`src/rtl/usart_tx_sched_pkg.sv`:
```
// Shared definitions for the USART transmit scheduler: FSM encoding,
// HMI terminator defaults, timeout defaults and a one-hot decode helper.
package usart_tx_sched_pkg;

  typedef enum logic [2:0] {
    ST_IDLE  = 3'd0,
    ST_FETCH = 3'd1,
    ST_SEND  = 3'd2,
    ST_WAIT  = 3'd3,
    ST_TSEND = 3'd4,
    ST_TWAIT = 3'd5
  } state_t;

  localparam logic [7:0] HMI_TERM_BYTE = 8'hFF;
  localparam int         HMI_TERM_LEN  = 3;
  localparam int         DEF_TO_CYC    = 500000;
  localparam int         DEF_TOW       = 20;

  // One-hot (up to four requesters) to binary index; zero vector maps to 0.
  function automatic logic [1:0] oh2idx(input logic [3:0] oh);
    logic [1:0] idx;
    case (oh)
      4'b0001: idx = 2'd0;
      4'b0010: idx = 2'd1;
      4'b0100: idx = 2'd2;
      4'b1000: idx = 2'd3;
      default: idx = 2'd0;
    endcase
    return idx;
  endfunction

endpackage

```
`src/rtl/usart_tx_sched_rr_arbiter.sv`:
```
// Combinational round-robin pick: first asserted request at or after the
// pointer, wrapping around. The pointer register lives in the parent.
module usart_tx_sched_rr_arbiter #(
  parameter int NREQ = 2,
  parameter int PW   = 1
) (
  input  logic [NREQ-1:0] req_i,
  input  logic [PW-1:0]   ptr_i,
  output logic [NREQ-1:0] pick_o
);

  logic [2*NREQ-1:0] dbl_s;
  logic [2*NREQ-1:0] rot_dbl_s;
  logic [2*NREQ-1:0] back_dbl_s;
  logic [NREQ-1:0]   rot_s;
  logic [NREQ-1:0]   low_s;

  // Rotate so the pointer source is bit 0, isolate the lowest set bit, rotate back.
  always_comb begin
    dbl_s      = {req_i, req_i};
    rot_dbl_s  = dbl_s >> ptr_i;
    rot_s      = rot_dbl_s[NREQ-1:0];
    low_s      = rot_s & (~rot_s + {{(NREQ-1){1'b0}}, 1'b1});
    back_dbl_s = {low_s, low_s} << ptr_i;
    pick_o     = back_dbl_s[2*NREQ-1:NREQ];
  end

endmodule

```
`src/rtl/usart_tx_sched.sv`:
```
// usart_tx_sched: shares one USART byte send engine between NREQ frame
// sources. Round-robin grant held for a whole frame; every frame (including
// a timed-out one) is followed by TERM_LEN copies of TERM_BYTE.
module usart_tx_sched
  import usart_tx_sched_pkg::*;
#(
  parameter int            NREQ      = 2,
  parameter int            DW        = 8,
  parameter int            TERM_LEN  = HMI_TERM_LEN,
  parameter logic [DW-1:0] TERM_BYTE = DW'(HMI_TERM_BYTE),
  parameter int            TO_CYC    = DEF_TO_CYC,
  parameter int            TOW       = DEF_TOW
) (
  input  logic              clk,
  input  logic              rst,
  input  logic [NREQ-1:0]   req_valid,
  input  logic [NREQ*DW-1:0] req_data,
  input  logic [NREQ-1:0]   req_last,
  output logic [NREQ-1:0]   req_ready,
  output logic [DW-1:0]     tx_data,
  output logic              tx_start,
  input  logic              tx_done,
  output logic [NREQ-1:0]   grant,
  output logic              busy,
  output logic              frame_abort
);

  localparam int PW  = (NREQ > 2) ? $clog2(NREQ) : 1;
  localparam int TCW = (TERM_LEN > 1) ? $clog2(TERM_LEN + 1) : 1;
  localparam logic [TCW-1:0] TERM_LEN_C = TCW'(TERM_LEN);
  localparam logic [TCW-1:0] TCNT_ONE   = {{(TCW-1){1'b0}}, 1'b1};
  localparam logic [TOW-1:0] TO_LAST    = TOW'(TO_CYC - 1);
  localparam logic [TOW-1:0] CNT_ONE    = {{(TOW-1){1'b0}}, 1'b1};
  localparam logic [PW-1:0]  PTR_MAX    = PW'(NREQ - 1);
  localparam logic [PW-1:0]  PTR_ONE    = {{(PW-1){1'b0}}, 1'b1};

  state_t            state_q, state_d;
  logic [NREQ-1:0]   grant_q, grant_d;
  logic [PW-1:0]     ptr_q, ptr_d;
  logic [TOW-1:0]    cnt_q, cnt_d;
  logic [TCW-1:0]    tcnt_q, tcnt_d;
  logic              last_q, last_d;
  logic [DW-1:0]     tx_data_q, tx_data_d;
  logic              abort_q, abort_d;

  logic [NREQ-1:0]   pick_s;
  logic [3:0]        pick4_s;
  logic [PW-1:0]     win_idx_s;
  logic [PW-1:0]     ptr_next_s;
  logic              sel_valid_s;
  logic              sel_last_s;
  logic [DW-1:0]     sel_data_s;

  usart_tx_sched_rr_arbiter #(
    .NREQ (NREQ),
    .PW   (PW)
  ) u_arb (
    .req_i  (req_valid),
    .ptr_i  (ptr_q),
    .pick_o (pick_s)
  );

  // Winner index and the pointer value one past it (mod NREQ).
  always_comb begin
    pick4_s                = 4'b0000;
    pick4_s[NREQ-1:0]      = pick_s;
    win_idx_s              = PW'(oh2idx(pick4_s));
    if (win_idx_s == PTR_MAX) begin
      ptr_next_s = {PW{1'b0}};
    end else begin
      ptr_next_s = win_idx_s + PTR_ONE;
    end
  end

  // Select the byte, valid and last of the granted source.
  always_comb begin
    sel_valid_s = |(req_valid & grant_q);
    sel_last_s  = |(req_last & grant_q);
    sel_data_s  = {DW{1'b0}};
    for (int i = 0; i < NREQ; i++) begin
      if (grant_q[i]) begin
        sel_data_s = sel_data_s | req_data[i*DW +: DW];
      end else begin
        sel_data_s = sel_data_s;
      end
    end
  end

  // Next-state logic: arbitration, byte fetch with timeout, send and terminator.
  always_comb begin
    state_d   = state_q;
    grant_d   = grant_q;
    ptr_d     = ptr_q;
    cnt_d     = cnt_q;
    tcnt_d    = tcnt_q;
    last_d    = last_q;
    tx_data_d = tx_data_q;
    abort_d   = 1'b0;
    case (state_q)
      ST_IDLE: begin
        if (|req_valid) begin
          grant_d = pick_s;
          ptr_d   = ptr_next_s;
          cnt_d   = {TOW{1'b0}};
          state_d = ST_FETCH;
        end else begin
          state_d = ST_IDLE;
        end
      end
      ST_FETCH: begin
        if (sel_valid_s) begin
          tx_data_d = sel_data_s;
          last_d    = sel_last_s;
          cnt_d     = {TOW{1'b0}};
          state_d   = ST_SEND;
        end else if (cnt_q == TO_LAST) begin
          abort_d = 1'b1;
          cnt_d   = {TOW{1'b0}};
          tcnt_d  = {TCW{1'b0}};
          if (TERM_LEN == 0) begin
            grant_d = {NREQ{1'b0}};
            state_d = ST_IDLE;
          end else begin
            tx_data_d = TERM_BYTE;
            state_d   = ST_TSEND;
          end
        end else begin
          cnt_d = cnt_q + CNT_ONE;
        end
      end
      ST_SEND: begin
        state_d = ST_WAIT;
      end
      ST_WAIT: begin
        if (tx_done) begin
          if (!last_q) begin
            cnt_d   = {TOW{1'b0}};
            state_d = ST_FETCH;
          end else if (TERM_LEN == 0) begin
            grant_d = {NREQ{1'b0}};
            state_d = ST_IDLE;
          end else begin
            tcnt_d    = {TCW{1'b0}};
            tx_data_d = TERM_BYTE;
            state_d   = ST_TSEND;
          end
        end else begin
          state_d = ST_WAIT;
        end
      end
      ST_TSEND: begin
        state_d = ST_TWAIT;
      end
      ST_TWAIT: begin
        if (tx_done) begin
          if ((tcnt_q + TCNT_ONE) == TERM_LEN_C) begin
            grant_d = {NREQ{1'b0}};
            state_d = ST_IDLE;
          end else begin
            tcnt_d  = tcnt_q + TCNT_ONE;
            state_d = ST_TSEND;
          end
        end else begin
          state_d = ST_TWAIT;
        end
      end
      default: begin
        grant_d = {NREQ{1'b0}};
        state_d = ST_IDLE;
      end
    endcase
  end

  // State and datapath registers; rst drops everything back to idle immediately.
  always_ff @(posedge clk or posedge rst) begin
    if (rst) begin
      state_q   <= ST_IDLE;
      grant_q   <= {NREQ{1'b0}};
      ptr_q     <= {PW{1'b0}};
      cnt_q     <= {TOW{1'b0}};
      tcnt_q    <= {TCW{1'b0}};
      last_q    <= 1'b0;
      tx_data_q <= {DW{1'b0}};
      abort_q   <= 1'b0;
    end else begin
      state_q   <= state_d;
      grant_q   <= grant_d;
      ptr_q     <= ptr_d;
      cnt_q     <= cnt_d;
      tcnt_q    <= tcnt_d;
      last_q    <= last_d;
      tx_data_q <= tx_data_d;
      abort_q   <= abort_d;
    end
  end

  assign req_ready   = (state_q == ST_FETCH) ? grant_q : {NREQ{1'b0}};
  assign tx_start    = (state_q == ST_SEND) || (state_q == ST_TSEND);
  assign busy        = (state_q != ST_IDLE);
  assign grant       = grant_q;
  assign tx_data     = tx_data_q;
  assign frame_abort = abort_q;

endmodule

```
`config.mk`:
```
export PLATFORM = sky130hd
export DESIGN_NAME = usart_tx_sched
export DESIGN_NICKNAME = d
export VERILOG_FILES = /design/src/rtl/usart_tx_sched_pkg.sv /design/src/rtl/usart_tx_sched_rr_arbiter.sv /design/src/rtl/usart_tx_sched.sv
export SDC_FILE = /design/constraint.sdc
export NUM_CORES = 1
export LEC_CHECK = 0
export BUFFER_PORTS_ARGS = -buffer_cell sky130_fd_sc_hd__clkbuf_2
export CORE_AREA = 2 2 69 71
export DETAILED_ROUTE_END_ITERATION = 12
export DIE_AREA = 0 0 71 73
export HOLD_SLACK_MARGIN = 0.03
export PLACE_DENSITY = 0.76
export SYNTH_ARGS = -nofsm -noshare
export SYNTH_HDL_FRONTEND = slang
export SYNTH_SLANG_ARGS = --single-unit
```
`constraint.sdc`:
```
create_clock -name clk -period 5.5 [get_ports clk]
set_clock_uncertainty 0.1 [all_clocks]
set_input_delay 0.55 -clock clk [delete_from_list [all_inputs] [get_ports clk]]
set_output_delay 0.55 -clock clk [all_outputs]
set_load 0.05 [all_outputs]
```
==> impl_results.md, run 1 <==
- Cell count after synthesis: 224
- Die area: between 5000 and 6000 um^2
- CP delay by family, top: compound AO/OA/AOI/OAI gates
- Max_cap viols: 0
- Core box area: 4536 um^2
- Most used cell, CP: a21oi_1
- Share of cells above drive strength 1: 19.69%
- Top-area cell type share of the netlist area: between 40 and 50%
- Gr usage total: between 15 and 20%
- Postcts setup bufs: 0
- CP Depth: 5
- FFs w/ async S/R, synth: 100.0%
- Final nets: approximately 280
- WHS: roughly 0.25 ns
- PostCTS Resize Cnt: 0
- IO Port Bufs: 37
- Worst R2R End: cnt_q[7]
- Initial Util: a little under half
- Root buffer selected by CTS: clkbuf_8
- FP Rows: 25
- DRC: 0
- Fin crit share: between 40% and 50%
- Vias in the first global route: 1647
- Hold Path Class: in -> async
- EDFF count, synth: 0
- Worst slew margin: 22.02%
- CTS H-tree lvls: 2
- Max Fclk: 390.4 MHz
- VDD IR-drop max: ~0.21 mV
- Ranking of synthesized cells by area: dfrtp_1 (45%), nand2_1 (3.9%), a221o_1 (3.8%)
- CP peak stage delay: 0.93 ns
- Via/cell ratio: between 5 and 6
- #FFs+latches synth: 38
- Most frequent cells in the layout: dfrtp_1 (38), clkbuf_2 (37), nand2_1 (22)
- Worst Path Required: 5.62 ns
- Synth Cell Area: around 2100 um^2
- CTS Hold Bufs: 0
- CP max FO: 15
- DRT iter0 DRCs: between 200 and 250
- Setup crit end: cnt_q[7]
- Detailed Route WL: approximately 4.4 mm
- Net Count, Synth: roughly 250
- Reg2reg setup slack: roughly 3 ns
- Routed len/inst: ~14 um
- CTS tree: yes
- Die height: about 73 um
- YS warnings: 0
- First-pass GRT wire length: roughly 7.6 mm
- Clk_lat worst skew: 0.29 ns
- Yosys top cell by area: dfrtp_1
- Largest net degree at the start of global routing: 39
- Startpoint Class: flop
- Crit end category: flop
- DP HPWL: around 3.2 mm
- Worst reg-to-reg path cell count: 5
- # diodes: 0
- Commonest non-fill, non-tap cell in the layout: dfrtp_1
- Crit Path Class: reg -> reg
- Fill cells: 399
- TritonRoute pass-1 iters: 4
- Crit-path cells: a22oi_1, nand3_1, a21oi_1, a21oi_1, mux2i_1
- Worst reg2reg startpoint: grant[0]
- Cell variety after synth: 50
- Die width: between 70 and 80 um
- Clk pin slew, worst setup/hold paths: 0.07 ns
- Overflow after GRT: 0
- Total power draw: approximately 1.2 mW
- RSZ-0062 raised after global routing: false
- PD cells: 479.1 nW/um^2
- CP bufs+invs: 0
- Final Cell Area: about 2400 um^2
- Layout area overhead: 14.08%
- Final Setup Violations: 0
- Placed Area: approximately 2300 um^2
- Number of vias in the routed layout: between 1500 and 2000
- CTS Buffer Depth: 2
- Ys flop type: dfrtp_1
- Lkg Pwr: roughly 1.1 nW
- Slew of the pin with the lowest slew margin: roughly 1.2 ns
- Antenna violations before repair: 0
- WP data arrival: around 2.7 ns
- Gpl congestion: 0.8530
- Fin. Hold Viols: 0
- Final max-slew violation count: 0
- # IOs: 38
- Status: finished, final reports clean
- Post-route ant nets: 0
- Slowest cell on the critical path: a21oi_1
- CTS Buf Count: 5
- Minimum clock period: between 2 and 3 ns
- Post-Synthesis Mean Instance Area: 9.440 um^2
- Fin Setup TNS: 0 ns
- Sequential fraction of the synthesis area: 44.97%
- CTS sink count: 38
- Worst setup path start: grant[0]
## stage by stage
step,std cells,utilization [%],setup slack [ns]
finish,313,53.19,2.939
CTS,313,53.19,2.899
floorplan,224,-,3.316
global route,313,53.19,2.525
detailed placement,305,51.17,2.798
global placement,305,51.17,2.936
## worst min-delay path by stage
stage	startpoint	end	slack, ns	depth (start not counted)
finish	rst	cnt_q[10]	0.25	3
global route	rst	cnt_q[6]	0.30	3
CTS	rst	cnt_q[2]	0.27	3
detailed placement	tx_data[1]	tx_data[1]	0.38	1
global placement	tx_data[2]	tx_data[2]	0.37	1
floorplan	ptr_q	ptr_q	0.36	1
## flip-flops by register name (all words and copies together), names as in the netlist
name         flops
cnt_q           20
tx_data          8
state_q          3
grant            2
tcnt_q           2
frame_abort      1
last_q           1
ptr_q            1
## worst min-delay path: stages
cell      delay [ns]
clkbuf_2        0.08
inv_1           0.04
buf_4           0.41
## routing by layer
metal | global-route usage (%) | routed length [um] | vias to the layer above
met2 | 30.43 | 2059 | 52
met4 | 5.660 | 48 | 0
met5 | 0 | 0 | -
met1 | 23.52 | 2080 | 851
li1 | - | - | 910
met3 | 5.525 | 255 | 5
## power by group
group,internal [mW],switching [mW]
sequential,0.341,0.0795
combinational,0.173,0.369
clock,0.101,0.0927
## cell type report
| cell class | instances | area (um^2) | area share (%) |
|---|---|---|---|
| Timing Repair Buffer | 38 | 192.7 | 7.988 |
| Sequential cell | 38 | 950.9 | 39.42 |
| Inverter | 8 | 30.03 | 1.245 |
| Clock buffer | 7 | 86.33 | 3.579 |
| Clock inverter | 1 | 5.005 | 0.2075 |
| Tap cell | 54 | 67.56 | 2.801 |
| Multi-Input combinational cell | 167 | 1080 | 44.76 |
## synth_stat cells (all sizes together) (2+ instances only)
master,instances
nand4,5
nor2b,2
a21oi,13
clkbuf,8
nand2b,2
inv,8
a21o,5
mux2i,5
o21ai,15
a211oi,2
nand3,13
nor4,5
o21a,8
nand3b,2
dfrtp,38
buf,3
a22oi,2
xor2,3
ha,2
a221o,8
and3,7
nand2,22
or3,4
nor2,9
nor3,9
a22o,5
## logic make-up after synthesis
| logic type | share of synthesized area [%] |
|---|---|
| compound gates | 22.07 |
| buf+inv | 3.964 |
| xor+xnor | 1.657 |
| simple gates | 23.25 |
| mux | 2.899 |
| fa+ha+maj | 1.183 |
| flops | 44.97 |
No activity file was read; power rests on OpenSTA's default activity.
==> inputs of run 2 (changes only) <==
==> constraint.sdc (replaced) <==
create_clock -name clk -period 2.5 [get_ports clk]
set_clock_uncertainty 0.1 [all_clocks]
set_input_delay 0.25 -clock clk [delete_from_list [all_inputs] [get_ports clk]]
set_output_delay 0.25 -clock clk [all_outputs]
set_load 0.05 [all_outputs]
==> impl_results.md, run 2 (same netlist as run 1, synthesis figures left out) <==
- Die height: between 70 and 80 um
- Clk_lat worst skew: around 0.30 ns
- CTS H-tree lvls: 2
- Final Setup Violations: 0
- Vias in the first global route: 1799
- Worst Hold Depth: 3
- Max Fclk: 427.7 MHz
- HP Start: req_last[1]
- Worst reg2reg startpoint: cnt_q[11]
- Crit-path cells: or4b_4, nor4_4, a21oi_1, a21o_1, mux2_2
- Dpl cells: roughly 320
- Slew of the pin with the lowest slew margin: 0.7255 ns
- Root buffer selected by CTS: clkbuf_8
- Crit end category: flop
- DRC: 0
- Fin Setup TNS: 0 ns
- Top reg by flops: cnt_q
- Final Util: a little under three fifths
- Startpoint Class: flop
- Hold Path Class: in -> reg
- Crit Path Class: reg -> reg
- CP max FO: 9
- DP HPWL: 3.466 mm
- Final max-slew violation count: 0
- Switch Pwr: ~1.2 mW
- IO Port Bufs: 37
- Minimum clock period: 2.338 ns
- Finished Layout Cells: 328
- Worst Path Required: about 2.6 ns
- Initial Util: between 40% and 50%
- Most frequent cells in the layout: dfrtp_1 (38), clkbuf_2 (37), nand2_1 (22)
- CP peak stage delay: between 0.5 and 0.6 ns
- Final nets: a little under 300
- First-pass GRT wire length: approximately 8.3 mm
- Largest net degree at the start of global routing: 39
- VDD IR-drop max: ~0.48 mV
- Internal: between 1.5 and 2 mW
- Overflow after GRT: 0
- Commonest non-fill, non-tap cell in the layout: dfrtp_1
- Worst setup path start: cnt_q[11]
- Antenna violations before repair: 0
- CP delay by family, top: simple AND/OR/NAND/NOR gates
- PostCTS Resize Cnt: 0
- DRT iter0 DRCs: around 150
- Core box area: between 4000 and 5000 um^2
- WP data arrival: approximately 2.4 ns
- RSZ-0062 raised after global routing: false
- Share of cells above drive strength 1: approximately 24%
- Gpl congestion: just over 0.9
- Lkg Pwr: ~1.1 nW
- CTS Buffer Depth: 2
- Number of vias in the routed layout: roughly 1900
- Layout area overhead: 20.41%
- # IOs: 38
- TritonRoute pass-1 iters: 4
- # diodes: 0
- Post-route ant nets: 0
- Fin. Hold Viols: 0
- Via/cell ratio: slightly below 6
- Status: finished, final reports clean
- Worst reg-to-reg path cell count: 5
- CP Depth: 5
- CTS Buf Count: 5
- Worst slew margin: 51.64%
- Detailed Route WL: between 4 and 5 mm
- Routed len/inst: ~15 um
- Max reg flops: 20
- Die width: between 70 and 80 um
- Gr usage total: 20.21%
- Comb pwr share: between 50% and 60%
- Switching power share of the total: about 45%
- Fin crit share: between 90% and 100%
- CTS tree: yes
- Clk pin slew, worst setup/hold paths: 0.08 ns
- CP bufs+invs: 0
- FP Rows: 25
- Slowest cell on the critical path: or4b_4
- Max_cap viols: 0
- PD cells: around 1100 nW/um^2
- CTS sink count: 38
- Clock power share: 18.1%
- Share of power burned in registers: between 20% and 30%
- Die area: between 5000 and 6000 um^2
## run 2: power groups by stage
stage	registers, mW	clock network, mW	logic, mW
after detailed placement	0.838	0	1.44
final	0.825	0.501	1.44
after CTS	0.825	0.513	1.44
after floorplan	1.06	0	0.830
after global routing	0.845	0.537	1.57
after global placement	0.834	0	1.40
## run 2: final timing paths
kind	end	slack, ns
min reg2reg	tx_data[3]	0.39
max reg2reg	cnt_q[15]	0.16
min	last_q	0.16
min in group asynchronous	frame_abort	0.51
max	cnt_q[15]	0.16
max in group asynchronous	cnt_q[2]	1.46
## run 2: worst reg2reg max path, cell delays in order (launching register included)
cell,delay (ns)
dfrtp_1,0.44
or4b_4,0.57
nor4_4,0.34
a21oi_1,0.29
a21o_1,0.23
mux2_2,0.26
## run 2: layout make-up
cell class / instances / area (um^2)
Fill cell: 398 / 1989
Multi-Input combinational cell: 167 / 1080
Sequential cell: 38 / 950.9
Timing Repair Buffer: 53 / 307.8
Clock buffer: 8 / 110.1
Tap cell: 54 / 67.56
Inverter: 8 / 30.03
## run 2: stage by stage
step	power [mW]	hold slack, ns	instance area, um^2	setup slack, ns
after floorplan	1.887	0.3223	2115	0.4056
after global placement	2.235	0.2714	2426	0.2549
after detailed placement	2.275	0.2753	2426	0.2029
after CTS	2.779	0.1572	2546	0.1858
after global routing	2.948	0.1725	2546	0.06484
final	2.763	0.1564	2546	0.1617
## run 2: layer usage
metal | vias up | share of wire, % | GRT usage (%)
li1 | 939 | - | -
met1 | 925 | 47 | 26.06
met2 | 58 | 45 | 32.40
met3 | 9 | 5.5 | 5.110
met4 | 0 | 1.8 | 8.805
met5 | - | 0 | 0
## run 2: timing repair
| item | 4_1_cts | 5_1_grt |
|---|---|---|
| hold endpoints to repair | 38 | 0 |
| buffers inserted | 0 | 0 |
| hold buffers | 1 | 0 |
